--- src/rtl/mux_display_if.sv ---
// mux_display_if: bundles the display-scanner signals between a controller
// (master) and the scanner (slave).
//
//   en      : display enable (1 = scan, 0 = dark)
//   load    : one-cycle strobe capturing d0..d3 into the shadow registers
//   d0..d3  : digit codes, d0 rightmost, d3 leftmost
//   Q       : registered code of the selected digit, to the segment decoder
//   an      : active-low digit enables
//   digit   : index of the current or next digit
//   blank   : 1 while the current digit is suppressed
//   state   : scanner FSM state (debug visibility)
//
// Handshake: there is no valid/ready pair. load is a plain strobe sampled on
// every rising clock edge; the scanner always accepts it in the same cycle.
interface mux_display_if;
   logic       en;
   logic       load;
   logic [3:0] d0;
   logic [3:0] d1;
   logic [3:0] d2;
   logic [3:0] d3;
   logic [3:0] Q;
   logic [3:0] an;
   logic [1:0] digit;
   logic       blank;
   logic [1:0] state;

   modport master (
      output en, load, d0, d1, d2, d3,
      input  Q, an, digit, blank, state
   );

   modport slave (
      input  en, load, d0, d1, d2, d3,
      output Q, an, digit, blank, state
   );
endinterface

--- src/rtl/mux_display.sv ---
// mux_display: time-multiplexed scanner for a four-digit seven-segment
// display. Four 4-bit codes are held in shadow registers; each digit is lit
// for DIV cycles followed by a one-cycle guard slot with all digits off.
//
// Ports:
//   clk : system clock, rising edge
//   rst : asynchronous reset, active-high
//   bus : mux_display_if.slave (en, load, d0..d3 in; Q, an, digit, blank,
//         state out)
//
// Parameter:
//   DIV : cycles each digit stays lit, 2 .. 2^20
//
// Optional feature macro:
//   BLANK_ZEROS_EN : leading-zero suppression. When undefined, blank is
//                    always 0 and every digit lights.
module mux_display #(
   parameter int unsigned DIV = 50000
) (
   input  logic   clk,
   input  logic   rst,
   mux_display_if.slave bus
);

   localparam int unsigned CW = (DIV > 1) ? $clog2(DIV) : 1;
   localparam logic [CW-1:0] CNT_MAX = CW'(DIV - 1);

   typedef enum logic [1:0] {
      OFF   = 2'd0,
      SCAN  = 2'd1,
      GUARD = 2'd2
   } state_t;

   state_t        state, state_nx;
   logic [CW-1:0] cnt, cnt_nx;
   logic [1:0]    digit, digit_nx;
   logic [3:0]    s0, s1, s2, s3;
   logic [3:0]    q, q_nx;
   logic [3:0]    entry_code;
   logic          entering_scan;
   logic          sup;
   logic [3:0]    an_w;

   // Shadow registers: capture on any load strobe, regardless of state.
   always_ff @(posedge clk or posedge rst) begin
      if (rst) begin
         s0 <= 4'd0;
         s1 <= 4'd0;
         s2 <= 4'd0;
         s3 <= 4'd0;
      end else if (bus.load) begin
         s0 <= bus.d0;
         s1 <= bus.d1;
         s2 <= bus.d2;
         s3 <= bus.d3;
      end
   end

   // Digit index increments on the SCAN->GUARD edge, so during the guard
   // cycle 'digit' already names the digit about to be lit.
   always_comb begin
      state_nx = state;
      cnt_nx   = cnt;
      digit_nx = digit;
      if (!bus.en) begin
         state_nx = OFF;
         cnt_nx   = '0;
         digit_nx = 2'd0;
      end else begin
         case (state)
            OFF: begin
               state_nx = SCAN;
               cnt_nx   = '0;
            end
            SCAN: begin
               if (cnt == CNT_MAX) begin
                  state_nx = GUARD;
                  cnt_nx   = '0;
                  digit_nx = digit + 2'd1;
               end else begin
                  cnt_nx = cnt + 1'b1;
               end
            end
            GUARD: begin
               state_nx = SCAN;
               cnt_nx   = '0;
            end
            default: begin
               state_nx = OFF;
               cnt_nx   = '0;
               digit_nx = 2'd0;
            end
         endcase
      end
   end

   // Code of the digit being entered. Shadow values are the registered ones,
   // so a load on the same edge is not seen until the next slot.
   always_comb begin
      entry_code = s0;
      case (digit_nx)
         2'd0: entry_code = s0;
         2'd1: entry_code = s1;
         2'd2: entry_code = s2;
         2'd3: entry_code = s3;
         default: entry_code = s0;
      endcase
   end

   assign entering_scan = (state_nx == SCAN) && (state != SCAN);

   // Q only changes on SCAN entry so the segments never glitch mid-slot.
   always_comb begin
      q_nx = q;
      if (entering_scan) begin
         q_nx = entry_code;
      end
   end

   always_ff @(posedge clk or posedge rst) begin
      if (rst) begin
         state <= OFF;
         cnt   <= '0;
         digit <= 2'd0;
         q     <= 4'd0;
      end else begin
         state <= state_nx;
         cnt   <= cnt_nx;
         digit <= digit_nx;
         q     <= q_nx;
      end
   end

`ifdef BLANK_ZEROS_EN
   // A digit is suppressed when it and every digit to its left are zero.
   // Decided once at slot entry and held for the whole slot.
   logic sup_r;
   logic sup_entry;

   always_comb begin
      sup_entry = 1'b0;
      case (digit_nx)
         2'd1:    sup_entry = ((s1 | s2 | s3) == 4'd0);
         2'd2:    sup_entry = ((s2 | s3) == 4'd0);
         2'd3:    sup_entry = (s3 == 4'd0);
         default: sup_entry = 1'b0;
      endcase
   end

   always_ff @(posedge clk or posedge rst) begin
      if (rst) begin
         sup_r <= 1'b0;
      end else if (entering_scan) begin
         sup_r <= sup_entry;
      end
   end

   assign sup = sup_r;
`else
   assign sup = 1'b0;
`endif

   always_comb begin
      an_w = 4'b1111;
      if ((state == SCAN) && !sup) begin
         an_w[digit] = 1'b0;
      end
   end

   assign bus.Q     = q;
   assign bus.an    = an_w;
   assign bus.digit = digit;
   assign bus.blank = (state == SCAN) && sup;
   assign bus.state = state;

endmodule

--- src/flat_wrapper.sv ---
// flat-port wrapper written by rule: the top's interface ports become plain ports
module mux_display_flat 
#(
   parameter int unsigned DIV = 50000
)
  (clk, rst, bus_en, bus_load, bus_d0, bus_d1, bus_d2, bus_d3, bus_Q, bus_an, bus_digit, bus_blank, bus_state);
  mux_display_if bus_i ();
  input  logic clk;
  input  logic rst;
  input wire logic [$bits(bus_i.en)-1:0] bus_en;
  input wire logic [$bits(bus_i.load)-1:0] bus_load;
  input wire logic [$bits(bus_i.d0)-1:0] bus_d0;
  input wire logic [$bits(bus_i.d1)-1:0] bus_d1;
  input wire logic [$bits(bus_i.d2)-1:0] bus_d2;
  input wire logic [$bits(bus_i.d3)-1:0] bus_d3;
  output wire logic [$bits(bus_i.Q)-1:0] bus_Q;
  output wire logic [$bits(bus_i.an)-1:0] bus_an;
  output wire logic [$bits(bus_i.digit)-1:0] bus_digit;
  output wire logic [$bits(bus_i.blank)-1:0] bus_blank;
  output wire logic [$bits(bus_i.state)-1:0] bus_state;
  assign bus_i.en = bus_en;
  assign bus_i.load = bus_load;
  assign bus_i.d0 = bus_d0;
  assign bus_i.d1 = bus_d1;
  assign bus_i.d2 = bus_d2;
  assign bus_i.d3 = bus_d3;
  assign bus_Q = bus_i.Q;
  assign bus_an = bus_i.an;
  assign bus_digit = bus_i.digit;
  assign bus_blank = bus_i.blank;
  assign bus_state = bus_i.state;
  mux_display #(.DIV(DIV)) u_core (.clk(clk), .rst(rst), .bus(bus_i));
endmodule
--- config.mk ---
export PLATFORM = sky130hd
export DESIGN_NAME = mux_display_flat
export DESIGN_NICKNAME = d
export VERILOG_FILES = /design/src/rtl/mux_display_if.sv /design/src/rtl/mux_display.sv /design/src/flat_wrapper.sv
export SDC_FILE = /design/constraint.sdc
export NUM_CORES = 1
export LEC_CHECK = 0
export CAP_MARGIN = 0
export CELL_PAD_IN_SITES_DETAIL_PLACEMENT = 1
export CELL_PAD_IN_SITES_GLOBAL_PLACEMENT = 2
export CORE_AREA = 3 3 92 94
export DETAILED_ROUTE_END_ITERATION = 16
export DIE_AREA = 0 0 95 97
export GPL_TIMING_DRIVEN = 0
export MAX_ROUTING_LAYER = met4
export PLACE_DENSITY = 0.62
export SLEW_MARGIN = 0
export SYNTH_ARGS = -nofsm -noshare
export SYNTH_HDL_FRONTEND = slang
export SYNTH_SLANG_ARGS = --single-unit
--- constraint.sdc ---
create_clock -name clk -period 2.6 [get_ports clk]
set_input_delay 0.52 -clock clk [delete_from_list [all_inputs] [get_ports clk]]
set_output_delay 0.52 -clock clk [all_outputs]
set_load 0.03 [all_outputs]
==> impl_metrics.csv, run 1 <==
group,metric,value,unit
status,status,"complete, no violations",
sta,final-hold-violation-count,0,
global_routing,grt_pass1_vias,1451,
die,ios,33,
cells_and_area,multiInputGateArea,880,um^2
clocking,ctsHtreeMaxLevel,2,
power,power.total,1240,uW
detailed_routing,ant_nets,0,
cells_and_area,seq_area,0.00100,mm^2
critical_path,max_stage_delay,0.66,ns
critical_path,critical_path_required,2.08,ns
power,p_sw,317,uW
placed_design,dpl.cell_count,301,
sta,fin_tns_setup,0,ns
power,ir_drop,225,uV
sta,rsz0062_at_grt,"no",
clocking,path_clk_slew,0.08,ns
clocking,clock-root-buffer,"clkbuf_8",
cells_and_area,nFillCells,871,
run,max-cap-violations,0,
sta,setup_viol,0,
critical_path,r2r_cells,5,
die,initial_utilization,0.250,
yosys,seq_area_frac_synth,0.518,
critical_path,path_cells,"inv_1, ha_1, nand2_1, clkdlybuf4s50_1",
hold_path,holdCritPathClass,"flip-flop to flip-flop",
placed_design,placed_cell_area,0.00236,mm^2
critical_path,cp.arrival,1.82,ns
placed_design,dp_hpwl,3.10,mm
detailed_routing,drc,0,
power,p_int,919,uW
power,p_clk_frac,0.325,
cells_and_area,finish.net_count,230,
global_routing,track_usage,0.103,
die,coreArea,0.00773,mm^2
power,seq_power_share,0.548,
power,p_per_area,507,mW/mm^2
detailed_routing,drt_pass1_iterations,4,
placed_design,io_buffers,30,
yosys,ys_types,33,
global_routing,grt_first_pass_wirelength,7.11,mm
die,dieArea,0.00922,mm^2
sta,period_share,0.901,
clocking,cts_made_buffers,5,
power,combPwrFrac,0.127,
critical_path,crit_slowest_cell,"clkdlybuf4s50_1",
detailed_routing,vias_per_cell,4.37,
global_routing,grt-ovfl-total,0,
detailed_routing,drt_iter0_markers,34,
yosys,synthCells,169,
power,p_leak,0.00102,uW
clocking,cts.sinks,40,
cells_and_area,drive_gt1_frac,0.171,
sta,fin_crit,2.34,ns
hold_path,hold_depth,1,
die,die_h,97,um
clocking,cts.path.max_buffers,2,
placed_design,routabilityCongestion,0.715,
detailed_routing,drt_wl_total,4.12,mm
cells_and_area,final_cells,307,
critical_path,start_kind,"flip-flop",
detailed_routing,vias,1343,
yosys,syn_nets,194,
critical_path,crit_fanout,9,
clocking,postCtsHoldBufs,0,
power,sw_frac_of_total,0.257,
cells_and_area,fin_area,0.00244,mm^2
clocking,tritoncts,"built",
die,die_x,95,um
sta,max_freq,427,MHz
sta,slew_headroom,0.451,
yosys,avgSynthCellArea,11.4,um^2
sta,tightest_slew,0.823,ns
yosys,yosysWarningCount,0,
cells_and_area,area_delta_synth_final,26.4,%
yosys,ys_ff_latch,40,
cells_and_area,n_antenna_cell,0,
global_routing,grt_max_degree,41,
die,num_rows,32,
sta,final_max_slew_viol_count,0,
critical_path,end_kind,"output pin",
sta,finalClockSkew,0.00901,ns
yosys,synth_area,0.00193,mm^2
global_routing,antenna_found_initial,0,
detailed_routing,wl_per_cell,13.4,um
clocking,clk-insertion-delay-late,0.29,ns
critical_path,path_class,"flip-flop to output pin",
-- layout make-up --
cell class              count  share of cell area
plain buffers               5              0.0113
repair buffers             30               0.123
inverters                   6             0.00923
clock inverters             2             0.00513
well taps                 102              0.0523
clock buffers               5              0.0282
flip-flops and latches     40               0.411
multi-input cells         117               0.360
-- per-layer routing --
| metal | global-route usage | share of wire | vias to the layer above |
|---|---|---|---|
| met3 | 0.0140 | 0.030 | 7 |
| li1 | - | - | 652 |
| met2 | 0.151 | 0.45 | 24 |
| met5 | - | 0 | - |
| met4 | 0.0566 | 0.025 | 0 |
| met1 | 0.136 | 0.50 | 660 |
-- cells by family after synthesis --
| logic type | count (synthesis) | share of synthesized area |
|---|---|---|
| AOI/OAI and AO/OA | 15 | 0.0473 |
| xor gates and xnor gates | 14 | 0.0635 |
| adders and majority gates | 5 | 0.0324 |
| buffers and inverters | 12 | 0.0278 |
| DFF | 40 | 0.518 |
| muxes | 24 | 0.135 |
| other | 1 | 0.00194 |
| and+or+nand+nor | 58 | 0.174 |
-- registers in the layout, summed over array words and instances (netlist names) --
signal            cells
u_core.s0             4
u_core.bus.digit      2
u_core.cnt           16
u_core.s2             4
u_core.s1             4
u_core.s3             4
u_core.bus.Q          4
u_core.bus.state      2
-- synthesized netlist by cell type (all sizes together) --
cell / instances / area, um^2
dfrtp: 40 / 1000
nor2: 20 / 75.1
mux2: 16 / 180
nand3: 10 / 55.1
nand2: 9 / 33.8
mux2i: 8 / 80.1
xnor2: 7 / 61.3
xor2: 7 / 61.3
inv: 6 / 22.5
a21oi: 5 / 25.0
ha: 5 / 62.6
nand4: 5 / 31.3
o21ai: 5 / 25.0
and3: 4 / 25.0
buf: 4 / 23.8
nor4: 3 / 48.8
and4: 2 / 17.5
clkbuf: 2 / 7.51
or4b: 2 / 23.8
a211oi: 1 / 12.5
a21o: 1 / 7.51
a31oi: 1 / 6.26
conb: 1 / 3.75
nand3b: 1 / 11.3
nand4b: 1 / 8.76
nor2b: 1 / 6.26
o21a: 1 / 7.51
o31ai: 1 / 7.51
-- power by group through the flow --
stage | registers (uW) | clock network (uW) | logic (uW)
final | 678 | 402 | 157
after global routing | 684 | 442 | 174
after CTS | 680 | 421 | 162
after detailed placement | 692 | 0 | 161
after global placement | 691 | 0 | 159
after floorplan | 705 | 0 | 73.2
-- critical path: cells and delay by family (launching register included) --
family | cells | cell delay [ns]
buffers and inverters | 2 | 0.76
adder cells (fa/ha/maj) | 1 | 0.20
AND/OR/NAND/NOR | 1 | 0.05
flip-flops | 1 | 0.51
-- placed cells by master (no fill, tap or decap), types with 7 or more instances in the layout --
cell type | netlist | final
xor2_1 | 7 | 7
nor2_1 | 20 | 20
xnor2_1 | 7 | 7
mux2_2 | 16 | 16
nand2_1 | 9 | 9
dfrtp_1 | 40 | 39
nand3_1 | 9 | 9
mux2i_1 | 8 | 8
clkdlybuf4s50_1 | 0 | 30
-- path summary, 6_finish.rpt --
kind / startpoint / end / slack, ns
max in group asynchronous: rst / u_core.bus.digit[0] / 1.33
min in group asynchronous: rst / u_core.s2[0] / 0.71
worst min register to register: u_core.cnt[0] / u_core.cnt[0] / 0.50
worst max-delay path: u_core.bus.digit[0] / bus_an[2] / 0.26
worst min-delay path: u_core.cnt[0] / u_core.cnt[0] / 0.50
worst max register to register: u_core.cnt[11] / u_core.bus.Q[1] / 0.38
-- through the flow --
step	hold WS, ns	setup slack [ns]	utilization
final	0.496	0.257	0.316
after detailed placement	0.495	0.243	0.305
after CTS	0.506	0.0889	0.315
after global placement	0.484	0.188	0.305
after floorplan	0.445	0.621	-
after global routing	0.530	0.105	0.316
-- repair_timing --
| item | CTS | global route |
|---|---|---|
| endpoints found under the setup margin | 2 | 4 |
| gates resized for setup | 0 | 2 |
| buffers inserted | 0 | 0 |
Power figures use the tool's default switching activity.
==> inputs of run 2 (changes only) <==
Settings changed: PLACE_DENSITY 0.62 to 0.64.
Clock period 2.6 ns to 1.9 ns, I/O delays scaled along.
==> run 2 against run 1 <==
Against the previous run:
- the run now ends with negative setup slack left
- power up 58%
- critical path depth up 1
- die area is the same
- design area rose by 13%
- flip-flop and latch count is the same
- register-to-register slack worse by 0.64 ns
- global-route usage is 0.57 points higher
- clock skew fell by 0.0050 ns
- via count is 7.4% higher
- core utilization increased by 4.1 points
- sequential power is 37% higher
- worst setup slack worse by 0.52 ns
- critical path type is now flip-flop to flip-flop
- largest power group unchanged
- highest routed layer unchanged
==> impl_metrics.csv, run 2 (synthesized netlist as in run 1, its figures left out) <==
group,metric,value,unit
status,status,"finished with violations",
status,violations,"negative setup slack",
global_routing,grt_first_pass_wirelength,7.53,mm
clocking,cts.path.max_buffers,2,
sta,max_freq,463,MHz
clocking,path_clk_slew,0.08,ns
sta,slew_headroom,0.429,
critical_path,cp.arrival,2.34,ns
sta,final_max_slew_viol_count,0,
critical_path,crit_fanout,5,
power,p_leak,0.00118,uW
cells_and_area,final_common_cell,"dfrtp_1",
critical_path,r2r_cells,5,
sta,fin_tns_setup,-3.26,ns
hold_path,hold-path-endpoint,"u_core.cnt[0]",
cells_and_area,most-common-layout-cells,"dfrtp_1 (39), clkdlybuf4s50_1 (26), nor2_1 (20)",
sta,fin_crit,2.16,ns
detailed_routing,drt_pass1_iterations,4,
power,ir_drop,349,uV
power,p_per_area,708,mW/mm^2
detailed_routing,drc,0,
sta,rsz0062_at_grt,"yes",
hold_path,hp-start,"u_core.cnt[0]",
cells_and_area,top_register,"u_core.cnt",
run,max-cap-violations,0,
placed_design,dp_hpwl,3.11,mm
sta,finalClockSkew,0.00405,ns
critical_path,r2r_end,"u_core.bus.Q[1]",
critical_path,crit_slowest_cell,"or4b_4",
cells_and_area,area_delta_synth_final,42.8,%
placed_design,io_buffers,30,
critical_path,r2r_slack,-0.26,ns
cells_and_area,drive_gt1_frac,0.296,
global_routing,grt_pass1_vias,1533,
critical_path,cp-startpoint,"u_core.cnt[10]",
placed_design,routabilityCongestion,0.724,
die,die_h,97,um
sta,setup_viol,22,
sta,final-hold-violation-count,0,
global_routing,grt-ovfl-total,0,
hold_path,holdCritPathClass,"flip-flop to flip-flop",
power,power.total,1950,uW
cells_and_area,largest_reg_flops,16,
global_routing,grt_max_degree,41,
clocking,ctsHtreeMaxLevel,2,
detailed_routing,wl_per_cell,14.4,um
detailed_routing,vias,1443,
die,die_x,95,um
critical_path,path_class,"flip-flop to flip-flop",
cells_and_area,finish.net_count,250,
sta,timing.final.ws_setup,-0.260,ns
clocking,postCtsHoldBufs,0,
critical_path,start_kind,"flip-flop",
detailed_routing,drt_wl_total,4.72,mm
die,initial_utilization,0.250,
clocking,clk-insertion-delay-late,0.30,ns
sta,period_share,1.14,
clocking,cts_made_buffers,5,
die,num_rows,32,
clocking,clock-root-buffer,"clkbuf_8",
cells_and_area,nFillCells,862,
critical_path,critical_path_required,2.08,ns
die,ios,33,
sta,fin_hold_ws,0.504,ns
global_routing,antenna_found_initial,0,
detailed_routing,drt_iter0_markers,54,
die,coreArea,0.00773,mm^2
clocking,cts.sinks,40,
detailed_routing,ant_nets,0,
die,dieArea,0.00922,mm^2
cells_and_area,n_antenna_cell,0,
hold_path,hold_depth,1,
sta,tightest_slew,0.855,ns
critical_path,path_cells,"or4b_4, nor4_4, xnor2_4, mux2i_2, a21oi_2",
clocking,tritoncts,"built",
critical_path,end_kind,"flip-flop",
detailed_routing,vias_per_cell,4.40,
critical_path,max_stage_delay,0.56,ns
global_routing,track_usage,0.109,
critical_path,r2r_start,"u_core.cnt[10]",
## run 2: cell types whose count changed in the layout (fill, tap and decap cells not counted), moves of 2 or more
cell and change:
clkbuf_8 +3, buf_6 +3, buf_4 +14, a21oi_1 -4, clkdlybuf4s50_1 -4, clkbuf_2 +2, clkdlybuf4s15_2 +2, a21oi_2 +4
## run 2: how the worst max path moves through the flow
| stage | endpoint | slack, ns |
|---|---|---|
| floorplan | u_core.bus.Q[3] | -0.009 |
| global placement | bus_an[2] | -0.38 |
| detailed placement | bus_an[0] | -0.40 |
| CTS | u_core.bus.Q[1] | -0.20 |
| global route | u_core.bus.Q[1] | -0.31 |
| finish | u_core.bus.Q[1] | -0.26 |
## run 2: area by class of cell
class / count / area (um^2) / share of cell area
inverter: 6 / 22.5 / 0.00816
timing repair buffer: 49 / 475 / 0.172
clock buffer: 7 / 96.3 / 0.0349
sequential: 40 / 1000 / 0.363
buffer: 6 / 55.1 / 0.0200
clock inverter: 1 / 30.0 / 0.0109
multi-input combinational: 117 / 950 / 0.344
tap: 102 / 128 / 0.0463
## run 2: per-layer routing
layer  vias up  global-route usage  part of all wire
li1        697                   -                 -
met1       708               0.151              0.50
met2        29               0.153              0.44
met3         9              0.0187             0.032
met4         0              0.0499             0.026
met5         -                   -                 0
## run 2: timing repair
item                       in CTS  in global routing
cloned                          1                  0
setup buffers                  11                  8
setup endpoints to repair      25                 25
pin swaps                       9                  9
resized for setup              22                 12
## run 2: report_power, final
part / switching (uW) / leakage [uW] / total [uW] / internal (uW)
registers: 28.9 / 0.000506 / 929 / 900
logic: 121 / 0.000612 / 252 / 131
clock network: 309 / 0.0000645 / 772 / 464
## run 2: critical path: cells and delay by family, from the launching register on
family | cells | cell delay [ns]
muxes | 1 | 0.32
DFF | 1 | 0.43
and+or+nand+nor | 2 | 0.98
xor gates and xnor gates | 1 | 0.22
AOI/OAI and AO/OA | 1 | 0.09
## run 2: metrics by stage
| step | util | cells | area (um^2) | setup slack [ns] |
|---|---|---|---|---|
| 4_1_cts | 0.346 | 320 | 2670 | -0.200 |
| 3_3_place_gp | 0.307 | 301 | 2370 | -0.375 |
| 2_1_floorplan | - | 169 | 1940 | -0.00866 |
| 5_1_grt | 0.357 | 328 | 2760 | -0.313 |
| 3_5_place_dp | 0.307 | 301 | 2370 | -0.399 |
| 6_report | 0.357 | 328 | 2760 | -0.260 |
==> inputs of run 3 (changes only) <==
Settings changed: CORE_AREA 3 3 92 94 to 10 10 99 101, DIE_AREA 0 0 95 97 to 0 0 109 111.
==> run 3 against run 2 <==
Against the previous run:
- the flow still finishes with violations (negative setup slack)
- core utilization shrank 1.2 points
- non-clock buffer count fell by 4
- register-to-register slack improved by 0.04 ns
- clock skew increased by 0.0016 ns
- worst setup slack improved by 0.040 ns
- largest cell class unchanged
- clock power shrank 3.5%
- via count decreased by 0.28%
- count of clock-buffer cells in the layout fell by 1
==> impl_metrics.csv, run 3 (synthesized netlist as in run 1, its figures left out) <==
group,metric,value,unit
detailed_routing,drt_wl_total,4.97,mm
clocking,cts.sinks,40,
critical_path,cpLargestDelayFamily,"simple AND/OR/NAND/NOR gates",
placed_design,routabilityCongestion,0.709,
sta,slew_headroom,0.432,
placed_design,place_ws,-0.389,ns
critical_path,crit_slowest_cell,"or4b_4",
cells_and_area,n_antenna_cell,0,
detailed_routing,wl_per_cell,15.2,um
power,p_leak,0.00115,uW
global_routing,busiest_layer,"met2",
critical_path,cp.arrival,2.34,ns
placed_design,dp_hpwl,3.43,mm
power,p_clk_frac,0.388,
cells_and_area,most-common-layout-cells,"dfrtp_1 (38), clkdlybuf4s50_1 (26), mux2_2 (16)",
die,dieArea,0.0121,mm^2
global_routing,use_met3,0.0140,
global_routing,grt_use_met2,0.133,
global_routing,track_usage,0.0872,
sta,timing.final.ws_setup,-0.220,ns
global_routing,grt_first_pass_wirelength,8.18,mm
sta,period_share,1.12,
cells_and_area,finish.net_count,246,
cells_and_area,drive_gt1_frac,0.351,
cells_and_area,nFillCells,883,
critical_path,r2r_slack,-0.22,ns
power,p_int,1450,uW
power,sw_frac_of_total,0.244,
global_routing,grt_max_degree,41,
power,p_per_area,698,mW/mm^2
critical_path,path_class,"flip-flop to flip-flop",
clocking,cts.path.max_buffers,2,
detailed_routing,ant_nets,0,
cells_and_area,area_delta_synth_final,42.4,%
critical_path,critical_path_required,2.12,ns
critical_path,path_cells,"or4b_4, nor4_4, buf_4, buf_6, a21o_1, a21oi_2, a31oi_1",
power,combPwrFrac,0.128,
detailed_routing,drt_iter0_markers,43,
placed_design,io_buffers,30,
run,max-cap-violations,0,
critical_path,end_kind,"flip-flop",
sta,max_freq,472,MHz
critical_path,start_kind,"flip-flop",
critical_path,path_buf_inv,2,
power,ir_drop,255,uV
clocking,path_clk_slew,0.08,ns
detailed_routing,drc,0,
status,violations,"negative setup slack",
critical_path,max_stage_delay,0.56,ns
clocking,cts_made_buffers,5,
die,coreArea,0.00797,mm^2
sta,setup_viol,21,
sta,final-hold-violation-count,0,
die,die_h,111,um
sta,tightest_slew,0.851,ns
cells_and_area,final_core_util,0.345,
hold_path,holdCritPathClass,"flip-flop to flip-flop",
cells_and_area,final_common_cell,"dfrtp_1",
critical_path,crit_fanout,3,
hold_path,hold_depth,1,
sta,finalClockSkew,0.00565,ns
clocking,tritoncts,"built",
clocking,clock-root-buffer,"clkbuf_8",
critical_path,r2r_cells,7,
die,initial_utilization,0.242,
clocking,ctsHtreeMaxLevel,2,
sta,fin_crit,2.12,ns
power,seq_power_share,0.484,
cells_and_area,largest_reg_flops,16,
die,die_x,109,um
global_routing,grt-ovfl-total,0,
power,p_sw,468,uW
global_routing,grt_pass1_vias,1623,
global_routing,globalRouteMet1Util,0.109,
clocking,postCtsHoldBufs,0,
global_routing,antenna_found_initial,0,
sta,final_max_slew_viol_count,0,
sta,rsz0062_at_grt,"yes",
status,status,"finished with violations",
detailed_routing,vias_per_cell,4.40,
critical_path,path_depth,7,
die,ios,33,
detailed_routing,drt_pass1_iterations,4,
cells_and_area,top_register,"u_core.cnt",
clocking,clk-insertion-delay-late,0.29,ns
die,num_rows,33,
detailed_routing,vias,1439,
## run 3: changes by cell type in the layout (fill, tap and decap cells not counted), moves of 2 or more
cell	previous run	this run
buf_4	16	13
nor2_4	0	6
clkdlybuf4s15_2	2	0
buf_2	0	2
nor2_1	20	4
nor2_2	0	10
## run 3: worst paths after layout
path / startpoint / end
worst max-delay path: u_core.cnt[12] / u_core.bus.Q[3]
worst min-delay path: u_core.s2[3] / u_core.s2[3]
worst max register to register: u_core.cnt[12] / u_core.bus.Q[3]
worst min register to register: u_core.s2[3] / u_core.s2[3]
max in group asynchronous: rst / u_core.cnt[7]
min in group asynchronous: rst / u_core.cnt[13]
## run 3: per-layer routing
layer,routed length (um),vias up
li1,-,685
met1,2280,724
met2,2450,25
met3,153,5
met4,85,0
met5,0,-
## run 3: area by class of cell
cell class,instances,area (um^2),area share
tap,105,131,0.0477
clock inverter,2,38.8,0.0141
sequential,40,1000,0.365
clock buffer,6,82.6,0.0300
multi-input combinational,117,993,0.361
buffer,6,51.3,0.0186
inverter,6,22.5,0.00819
timing repair buffer,45,428,0.156
## run 3: power by group through the flow
stage | registers (uW) | logic [uW] | clock network (uW)
after detailed placement | 947 | 224 | 0
after CTS | 930 | 245 | 769
final | 930 | 246 | 745
after global placement | 945 | 220 | 0
after global routing | 939 | 270 | 814
after floorplan | 964 | 100 | 0
## run 3: per-stage QoR
| stage | setup TNS [ns] | hold WS (ns) | instances | power, uW | cell area, um^2 |
|---|---|---|---|---|---|
| 2_1_floorplan | -0.00866 | 0.445 | 169 | 1060 | 1940 |
| 3_3_place_gp | -19.62 | 0.484 | 304 | 1170 | 2370 |
| 3_5_place_dp | -4.94 | 0.489 | 304 | 1170 | 2370 |
| 4_1_cts | -2.00 | 0.494 | 321 | 1940 | 2660 |
| 5_1_grt | -2.46 | 0.542 | 327 | 2020 | 2750 |
| 6_report | -1.21 | 0.511 | 327 | 1920 | 2750 |
## run 3: repair_timing
action                                  4_1_cts  5_1_grt
endpoints found under the setup margin       25       26
gates resized for setup                      34       24
pin swaps                                    18        9
cloned                                        1        0
setup buffers                                 8        7
